**src/rtl/fetch_pkg.sv**
```systemverilog
// Shared types and constants for the instruction fetch unit.
package fetch_pkg;

  localparam int XLEN = 32;
  localparam logic [XLEN-1:0] INST_NOP         = 32'h0000_0013;
  localparam logic [XLEN-1:0] DEFAULT_RESET_PC = 32'h0000_0000;

  typedef enum logic [1:0] {
    ST_REQ   = 2'd0,
    ST_DRAIN = 2'd1,
    ST_HALT  = 2'd2
  } fetch_state_e;

  // Force word alignment by clearing the two byte-offset bits.
  function automatic logic [XLEN-1:0] align_pc(input logic [XLEN-1:0] pc);
    return pc & {{(XLEN-2){1'b1}}, 2'b00};
  endfunction

  function automatic logic is_misaligned(input logic [XLEN-1:0] pc);
    return |pc[1:0];
  endfunction

endpackage

```
**src/rtl/fetch_fifo.sv**
```systemverilog
// Prefetch buffer: small circular FIFO of {pc, instruction} pairs.
// DEPTH must be a power of two (2 or 4) so the pointers wrap naturally.
module fetch_fifo
  import fetch_pkg::*;
#(
  parameter int DEPTH = 2,
  localparam int PTR_W = (DEPTH > 2) ? $clog2(DEPTH) : 1,
  localparam int CNT_W = $clog2(DEPTH + 1)
) (
  input  logic             clk,
  input  logic             reset,
  input  logic             push,
  input  logic             pop,
  input  logic             flush,
  input  logic [XLEN-1:0]  push_pc,
  input  logic [XLEN-1:0]  push_data,
  output logic [CNT_W-1:0] count,
  output logic [XLEN-1:0]  head_pc,
  output logic [XLEN-1:0]  head_data
);

  logic [XLEN-1:0]  mem_pc   [DEPTH];
  logic [XLEN-1:0]  mem_data [DEPTH];
  logic [PTR_W-1:0] rd_ptr;
  logic [PTR_W-1:0] wr_ptr;
  logic             empty;
  logic             full;
  logic             do_push;
  logic             do_pop;

  assign empty   = (count == '0);
  assign full    = (count == CNT_W'(DEPTH));
  assign do_push = push && !full;
  assign do_pop  = pop && !empty;

  // Head is forced to zero when empty so the decoder never sees stale words.
  assign head_pc   = empty ? '0 : mem_pc[rd_ptr];
  assign head_data = empty ? '0 : mem_data[rd_ptr];

  // Storage, pointers and occupancy; flush wins over push/pop.
  always_ff @(posedge clk or negedge reset) begin
    if (!reset) begin
      rd_ptr <= '0;
      wr_ptr <= '0;
      count  <= '0;
      for (int i = 0; i < DEPTH; i++) begin
        mem_pc[i]   <= '0;
        mem_data[i] <= '0;
      end
    end else if (flush) begin
      rd_ptr <= '0;
      wr_ptr <= '0;
      count  <= '0;
    end else begin
      if (do_push) begin
        mem_pc[wr_ptr]   <= push_pc;
        mem_data[wr_ptr] <= push_data;
        wr_ptr           <= wr_ptr + PTR_W'(1);
      end
      if (do_pop) begin
        rd_ptr <= rd_ptr + PTR_W'(1);
      end
      case ({do_push, do_pop})
        2'b10:   count <= count + CNT_W'(1);
        2'b01:   count <= count - CNT_W'(1);
        default: count <= count;
      endcase
    end
  end

endmodule

```
**src/rtl/fetch_unit.sv**
```systemverilog
// Instruction fetch unit: one outstanding memory read at a time, results
// queued in a prefetch FIFO toward the decoder, redirects flush everything.
// Optional feature macro: FETCH_MISALIGN_CHECK_EN -- when defined, a redirect
// to a non-word-aligned address raises a sticky fetch_fault and halts fetch
// until an aligned redirect or reset; when undefined the low bits are dropped.
//
// state    | meaning
// ---------+--------------------------------------------------------------
// ST_REQ   | issue/hold a read at fetch_pc whenever the FIFO has room
// ST_DRAIN | hold the abandoned read until acked, then discard its data
// ST_HALT  | misaligned redirect seen, no reads until aligned redirect
module fetch_unit
  import fetch_pkg::*;
#(
  parameter logic [31:0] RESET_PC   = DEFAULT_RESET_PC,
  parameter int          FIFO_DEPTH = 2
) (
  input  logic        clk,
  input  logic        reset,
  input  logic        redirect_valid,
  input  logic [31:0] redirect_pc,
  output logic        imem_req,
  output logic [31:0] imem_addr,
  input  logic        imem_ack,
  input  logic [31:0] imem_rdata,
  output logic        inst_valid,
  input  logic        inst_ready,
  output logic [31:0] inst_data,
  output logic [31:0] inst_pc,
  output logic        fetch_fault
);

  localparam int CNT_W = $clog2(FIFO_DEPTH + 1);

  fetch_state_e     state_q;
  fetch_state_e     state_d;
  logic [XLEN-1:0]  fetch_pc_q;
  logic [XLEN-1:0]  fetch_pc_d;
  logic [XLEN-1:0]  drain_addr_q;
  logic [XLEN-1:0]  drain_addr_d;
  logic             fault_q;
  logic             fault_d;
  logic             req_raw;
  logic             ack_taken;
  logic             push;
  logic             pop;
  logic             misalign;
  logic [CNT_W-1:0] fifo_count;

`ifdef FETCH_MISALIGN_CHECK_EN
  assign misalign    = redirect_valid && is_misaligned(redirect_pc);
  assign fetch_fault = fault_q;
`else
  assign misalign    = 1'b0;
  assign fetch_fault = 1'b0;
`endif

  // The request is masked while reset is low so no read is presented during
  // reset, and the first read appears in the first cycle after release.
  assign imem_req   = req_raw && reset;
  assign inst_valid = (fifo_count != '0);

  // Next-state, request generation and FIFO control; redirect has priority.
  always_comb begin
    state_d      = state_q;
    fetch_pc_d   = fetch_pc_q;
    drain_addr_d = drain_addr_q;
    fault_d      = fault_q;
    req_raw      = 1'b0;
    imem_addr    = fetch_pc_q;
    push         = 1'b0;
    pop          = 1'b0;

    case (state_q)
      ST_REQ: begin
        req_raw   = (fifo_count < CNT_W'(FIFO_DEPTH));
        imem_addr = fetch_pc_q;
      end
      ST_DRAIN: begin
        req_raw   = 1'b1;
        imem_addr = drain_addr_q;
      end
      default: begin
        req_raw   = 1'b0;
        imem_addr = fetch_pc_q;
      end
    endcase

    ack_taken = req_raw && imem_ack;

    if (redirect_valid) begin
      fetch_pc_d = align_pc(redirect_pc);
      fault_d    = misalign;
      if (req_raw && !imem_ack) begin
        // Read still in flight: keep its address on the bus until acked.
        state_d      = ST_DRAIN;
        drain_addr_d = imem_addr;
      end else begin
        state_d = misalign ? ST_HALT : ST_REQ;
      end
    end else begin
      pop = inst_valid && inst_ready;
      case (state_q)
        ST_REQ: begin
          if (ack_taken) begin
            push       = 1'b1;
            fetch_pc_d = fetch_pc_q + 32'd4;
          end
        end
        ST_DRAIN: begin
          if (imem_ack) begin
            state_d = fault_q ? ST_HALT : ST_REQ;
          end
        end
        default: begin
          state_d = state_q;
        end
      endcase
    end
  end

  // Control state registers.
  always_ff @(posedge clk or negedge reset) begin
    if (!reset) begin
      state_q      <= ST_REQ;
      fetch_pc_q   <= RESET_PC;
      drain_addr_q <= RESET_PC;
      fault_q      <= 1'b0;
    end else begin
      state_q      <= state_d;
      fetch_pc_q   <= fetch_pc_d;
      drain_addr_q <= drain_addr_d;
      fault_q      <= fault_d;
    end
  end

  fetch_fifo #(
    .DEPTH (FIFO_DEPTH)
  ) u_fifo (
    .clk       (clk),
    .reset     (reset),
    .push      (push),
    .pop       (pop),
    .flush     (redirect_valid),
    .push_pc   (fetch_pc_q),
    .push_data (imem_rdata),
    .count     (fifo_count),
    .head_pc   (inst_pc),
    .head_data (inst_data)
  );

endmodule

```
**config.mk**
```make
export PLATFORM = sky130hd
export DESIGN_NAME = fetch_unit
export DESIGN_NICKNAME = d
export VERILOG_FILES = /design/src/rtl/fetch_pkg.sv /design/src/rtl/fetch_fifo.sv /design/src/rtl/fetch_unit.sv
export SDC_FILE = /design/constraint.sdc
export NUM_CORES = 1
export LEC_CHECK = 0
export ABC_AREA = 1
export CELL_PAD_IN_SITES_DETAIL_PLACEMENT = 1
export CELL_PAD_IN_SITES_GLOBAL_PLACEMENT = 2
export CORE_MARGIN = 10
export CORE_UTILIZATION = 30
export CTS_CLUSTER_DIAMETER = 100
export DETAILED_ROUTE_END_ITERATION = 8
export PLACE_DENSITY_LB_ADDON = 0.1
export SLEW_MARGIN = 10
export SYNTH_ARGS = -nofsm -noshare
export SYNTH_HDL_FRONTEND = slang
export SYNTH_SLANG_ARGS = --single-unit
```
**constraint.sdc**
```tcl
create_clock -name clk -period 1.95 [get_ports clk]
set_clock_uncertainty 0.05 [all_clocks]
set_input_delay 0.195 -clock clk [delete_from_list [all_inputs] [get_ports clk]]
set_output_delay 0.195 -clock clk [all_outputs]
set_load 0.01 [all_outputs]
```
# Yosys cells after proc, flatten, opt, wreduce, memory -nomap -nowiden
# Cells that the tools add are included.
[op_classes] addsub=5 n_lt_le_gt_ge=4 n_eq_ne=4 mux=31 n_bitwise=3 n_reduce_logical=24
[ops] operator="2-to-1 mux 32 bit" n=13
[ops] operator="bitwise mux 64 bit" n=2
[ops] operator="adder 32 x 3 -> 32 bit (second input constant)" n=1
[ops] operator="demux 32 bit (select 1 bit)" n=1
[ops] operator="nonzero test 2 bit" n=7
[ops] operator="2-to-1 mux 1 bit" n=9
[ops] operator="2-to-1 mux 2 bit" n=4
[ops] operator="AND reduction 2 bit" n=4
[ops] operator="logical AND 1 bit" n=7
[ops] operator="equality test 2 x 1 -> 1 bit (second input constant)" n=2
[ops] operator="equality test 2 bit (second input constant)" n=2
[ops] operator="greater-or-equal comparator 2 bit (second input constant)" n=2
[ops] operator="logical NOT 2 bit" n=2
[ops] operator="NOT 1 -> 2 bit" n=2
[ops] operator="case mux 2 bit (2 select lines)" n=1
[ops] operator="logical NOT 1 bit" n=3
[ops] operator="nonzero test 3 bit" n=1
[ops] operator="adder 1 bit (second input constant)" n=2
[ops] operator="adder 2 x 1 -> 2 bit (second input constant)" n=1
[ops] operator="< comparator 2 x 1 -> 1 bit (second input constant)" n=1
[ops] operator="< comparator 2 bit (second input constant)" n=1
[ops] operator="case mux 1 bit (2 select lines)" n=1
[ops] operator="subtractor 2 x 1 -> 2 bit (second input constant)" n=1
[ops] operator="NOT 1 bit" n=1
[word_totals] ff_bits=198 in_bits=69 out_inout_bits=99

# Depth between registers and ports, before layout
[logic_depth] depth_word=10 mapped_depth=10

# Modules after synthesis
# A second synthesis with hierarchy kept.
[unflattened] hier_cells=1291 hier_area_um2=10168.5
[modules_own_cells] module="fetch_fifo" instances=1 cells_per_inst=724 area_each_um2=6376.1
[modules_own_cells] module="fetch_unit" instances=1 cells_per_inst=567 area_each_um2=3792.4

# Worst setup path after synthesis
# No wires, ideal clock.
[synth_path] path_kind="flip-flop to flip-flop" start="reg fetch_pc_q[2]" end="reg fetch_pc_q[16]" setup_ps=127 arrival_time_ps=1254 required_time_ps=1773 setup_slack_ps=519 path_stages_with_launch=9 path_buffers=0 period_less_slack_ps=1431 cell_sequence="dfrtp_1 -> ha_1 -> nand3_1 -> nor2_1 -> nand3_1 -> nand2_1 -> nand3_1 -> nand2_1 -> o21ai_0"
[synth_via] elab_chain_len=4
[synth_lines] element="start, declared" line="fetch_unit.sv:37" source="logic [XLEN-1:0] fetch_pc_q;"
[synth_lines] element="start signal, assigned" line="fetch_unit.sv:131" source="fetch_pc_q <= fetch_pc_d;"
[synth_lines] element="adder 32 x 3 -> 32 bit" line="fetch_unit.sv:107" source="fetch_pc_d = fetch_pc_q + 32'd4;"
[synth_lines] element="2-to-1 mux 32 bit" line="fetch_unit.sv:105" source="if (ack_taken) begin"
[synth_lines] element="2-to-1 mux 32 bit" line="fetch_unit.sv:103" source="case (state_q)"
[synth_lines] element="2-to-1 mux 32 bit" line="fetch_unit.sv:91" source="if (redirect_valid) begin"
# Every way passes these cells. The select of a mux whose other input is x is not followed.
# A chain may end at the register's enable or synchronous reset.

# Worst setup path in the final report
[layout_path] start="reg state_q[0]" end="out imem_addr[28]"
[layout_via] elab_chain_len=2
[layout_lines] element="start, declared" line="fetch_unit.sv:35" source="fetch_state_e state_q;"
[layout_lines] element="start signal, assigned" line="fetch_unit.sv:130" source="state_q <= state_d;"
[layout_lines] element="equality test 2 x 1 -> 1 bit" line="fetch_unit.sv:74" source="case (state_q)"
[layout_lines] element="2-to-1 mux 32 bit" line="fetch_unit.sv:74"
[layout_lines] element="end, declared" line="fetch_unit.sv:23" source="output logic [31:0] imem_addr,"
# Every way passes these cells.

==> flow_summary.ini <==
[cells_and_area]
number_of_standard_cells_in_the_final_layout_excluding_fillers = 1888
drive_above_1_share_pct = 21.18
antenna_cells_inserted = 0
finish.utilization_pct = 42.65
num-nets-final = 1549
area_delta_synth_final_pct = 39.25
fillCellCount = 3716

[floorplanning]
dieHeight_um = 197.4
die_area_um2 = 38970
initial_core_util_pct = 30.63
coreArea_um2 = 30830
pin_count = 168
die-width_um = 197.4
core.rowCount = 64

[drt]
drc = 0
vias = 9160
drt-pass1-iter-count = 5
postRouteWirelength_um = 37770
avgViaCountPerCell = 4.852
drtIter0Drc = 494
post_drt_wl_per_cell_um = 20.00
postRouteAntennaNets = 0

[global_routing]
antenna_found_initial = 0
first_global_vias = 9377
grt_pass1_wl_um = 53650
gr-usage-all-layers_pct = 17.48
pin_count_of_the_biggest_net_entering_global_routing = 153
grt.overflow.total = 0

[clocking]
cts_root_buf = sky130_fd_sc_hd__clkbuf_16
clockBufferDepth = 2
tritoncts_buffer_count = 17
clkSlewWorstSetupHoldPaths_ps = 90
cts_sinks = 191
tritoncts_clock_tree = done
h-tree-depth = 4
clkLatencyLatePin_ps = 440

[worst_setup_path]
critPathTopFamily = buffers and inverters
required_ps = 1700
timing.critical_path.slowest_cell_delay_ps = 440
slowest_stage = sky130_fd_sc_hd__dfrtp_2
cp.arrival_ps = 1790
worstSetupEndpointType = output port
setup.worst_path.class = reg -> out
worst_setup_path_start_kind = flop
cp_num_buf_inv = 3
critical_path.cell_chain = buf_12 > bufbuf_16 > o21ai_1 > clkdlybuf4s15_2
worstPathMaxFanout = 19

[place]
numPortBuffers = 162
replace_congestion = 0.8308
hpwl_um = 23480
pre_cts_slack_ps = 15.08
place.detailed.instances = 1803

[synth]
synthDominantAreaCellType = sky130_fd_sc_hd__dfrtp_1
post_synth_inst_count = 1261
synth.avg_cell_area_um2 = 7.488
synth_cell_type_count = 30
yosys_warnings = 0
netlist.area_leader.share_pct = 50.62
synth_area_leaders = sky130_fd_sc_hd__dfrtp_1, sky130_fd_sc_hd__nand2_1, sky130_fd_sc_hd__o21ai_1
synthesis.area_um2 = 9443
synth-seq-area-share_pct = 50.62
synth.ff_latch_count = 191

[sta]
final_setup_violations = 10
layout_worst_path_cycle_share_pct = 104.2
postLayoutSetupSlackWorst_ps = -81.37
max_slew.worst_pin.slew_ps = 896.6
finalMaxSlewViolations = 0
worst_hold_slack_ps = 269.6
final.min_clock_period_ps = 2031
slew-limit-headroom_pct = 40.23
fmax_mhz = 492.3
report.final.hold_viol_count = 0
unrepaired_setup_endpoints_after_global_routing = true

[run_status]
run_status = finished, violations left
violated_checks = setup timing

[pwr]
totalPowerFinal_mw = 18.10
power.density_cell_area_nw_per_um2 = 1376
vdd.ir_drop.worst_v = 0.0006791
power.leakage_nw = 6.347

[hold_path]
min_path_type = in -> reg

[job]
cap_viol_max_count = 0
-- metrics by stage --
stage | setup TNS [ps] | area, um^2
after floorplan | 0 | 9450
after global placement | 0 | 11730
after detailed placement | 0 | 11730
after CTS | -2481 | 12530
after global routing | -5787 | 13150
final | -598.6 | 13150
-- sequential cells by signal (all words and copies together), names as in the netlist --
name,cells
u_fifo.mem_data,64
u_fifo.mem_pc,60
drain_addr_q,32
fetch_pc_q,30
u_fifo.count,2
state_q,1
u_fifo.rd_ptr,1
u_fifo.wr_ptr,1
-- worst reg2reg max path, stage by stage, from the launching register on --
cell and delay, ps:
sky130_fd_sc_hd__dfrtp_2 440, sky130_fd_sc_hd__buf_12 140, sky130_fd_sc_hd__buf_12 150, sky130_fd_sc_hd__inv_6 80
sky130_fd_sc_hd__nand3_4 120, sky130_fd_sc_hd__nor2_8 150, sky130_fd_sc_hd__buf_12 160, sky130_fd_sc_hd__nand2_8 150
sky130_fd_sc_hd__clkbuf_16 240, sky130_fd_sc_hd__nand2_1 70, sky130_fd_sc_hd__o21ai_1 70
-- cell usage after synthesis --
master and number:
sky130_fd_sc_hd__conb_1 1, sky130_fd_sc_hd__ha_1 1, sky130_fd_sc_hd__nor2_4 1, sky130_fd_sc_hd__xor2_1 3, sky130_fd_sc_hd__o22ai_1 2, sky130_fd_sc_hd__buf_4 4, sky130_fd_sc_hd__inv_1 82, sky130_fd_sc_hd__buf_6 13
sky130_fd_sc_hd__nand4_1 9, sky130_fd_sc_hd__nor2_1 82, sky130_fd_sc_hd__buf_2 21, sky130_fd_sc_hd__a21oi_1 69, sky130_fd_sc_hd__nand3_1 48, sky130_fd_sc_hd__a21boi_0 1, sky130_fd_sc_hd__clkbuf_1 31, sky130_fd_sc_hd__dfrtp_1 191
sky130_fd_sc_hd__a31oi_1 2, sky130_fd_sc_hd__inv_2 7, sky130_fd_sc_hd__o21ai_0 60, sky130_fd_sc_hd__o21ai_1 113, sky130_fd_sc_hd__o21ai_2 2, sky130_fd_sc_hd__nor2_8 1, sky130_fd_sc_hd__nand2_4 1, sky130_fd_sc_hd__o211ai_1 4
sky130_fd_sc_hd__nor3_1 2, sky130_fd_sc_hd__nand2_2 2, sky130_fd_sc_hd__nand3_4 1, sky130_fd_sc_hd__nor2_2 3, sky130_fd_sc_hd__buf_1 3, sky130_fd_sc_hd__nand2_1 501
-- cell families after synthesis --
| logic type | count (synthesis) | share of synthesized area [%] |
|---|---|---|
| AOI/OAI and AO/OA | 253 | 13.67 |
| other | 1 | 0.03971 |
| DFF | 191 | 50.62 |
| xor gates and xnor gates | 3 | 0.2783 |
| adders and majority gates | 1 | 0.1325 |
| and+or+nand+nor | 651 | 27.39 |
| buffers and inverters | 161 | 7.871 |
-- final cells by class --
| class | count | area [um^2] | area share [%] |
|---|---|---|---|
| Multi-Input combinational cell | 913 | 4240 | 32.25 |
| Timing Repair Buffer | 267 | 2688 | 20.44 |
| Clock buffer | 19 | 452.9 | 3.445 |
| Inverter | 89 | 349.1 | 2.655 |
| Clock inverter | 13 | 140.1 | 1.066 |
| Tap cell | 396 | 495.5 | 3.768 |
| Sequential cell | 191 | 4783 | 36.38 |
-- repair_timing --
action	in CTS	in global routing
setup endpoints to repair	96	204
hold endpoints to repair	191	0
pin swaps	2	10
buffers inserted	17	12
resized for setup	369	113
cloned	4	22
hold buffers	1	0
-- per-layer routing --
layer	vias up	global-route usage [%]	share of wire, %
met5	-	0	0
met4	0	3.532	0.77
met3	13	2.964	3.6
met2	119	28.99	49
met1	4574	23.47	46
li1	4454	-	-
-- where the power goes --
group | switching, mW | internal (mW)
Clock | 1.79 | 1.79
Combinational | 4.50 | 3.44
Sequential | 0.976 | 5.59
Total | 7.27 | 10.8
-- final timing paths --
kind	to	slack (ps)	cells after the start	start
worst max-delay path	imem_addr[28]	-80	4	state_q[0]
worst min-delay path	u_fifo.mem_data[35]	270	3	imem_rdata[3]
worst max register to register	u_fifo.mem_pc[59]	10	10	state_q[0]
worst min register to register	drain_addr_q[20]	420	2	drain_addr_q[20]
max in group asynchronous	u_fifo.mem_data[40]	750	3	reset
min in group asynchronous	drain_addr_q[5]	370	3	reset
-- cells in the final DEF (no fill, tap or decap), types with 13 or more instances in the layout --
cell type                         count
sky130_fd_sc_hd__a21oi_1             32
sky130_fd_sc_hd__a21oi_2             37
sky130_fd_sc_hd__buf_2               47
sky130_fd_sc_hd__buf_4               63
sky130_fd_sc_hd__buf_6               13
sky130_fd_sc_hd__clkbuf_16           29
sky130_fd_sc_hd__clkbuf_2            17
sky130_fd_sc_hd__clkdlybuf4s15_2     15
sky130_fd_sc_hd__clkdlybuf4s50_1     65
sky130_fd_sc_hd__dfrtp_1            188
sky130_fd_sc_hd__inv_1               80
sky130_fd_sc_hd__nand2_1            492
sky130_fd_sc_hd__nand3_1             47
sky130_fd_sc_hd__nor2_1              81
sky130_fd_sc_hd__o21ai_0             24
sky130_fd_sc_hd__o21ai_1            129
sky130_fd_sc_hd__o21ai_2             22
Note: power is estimated with default switching activity, not from simulation.
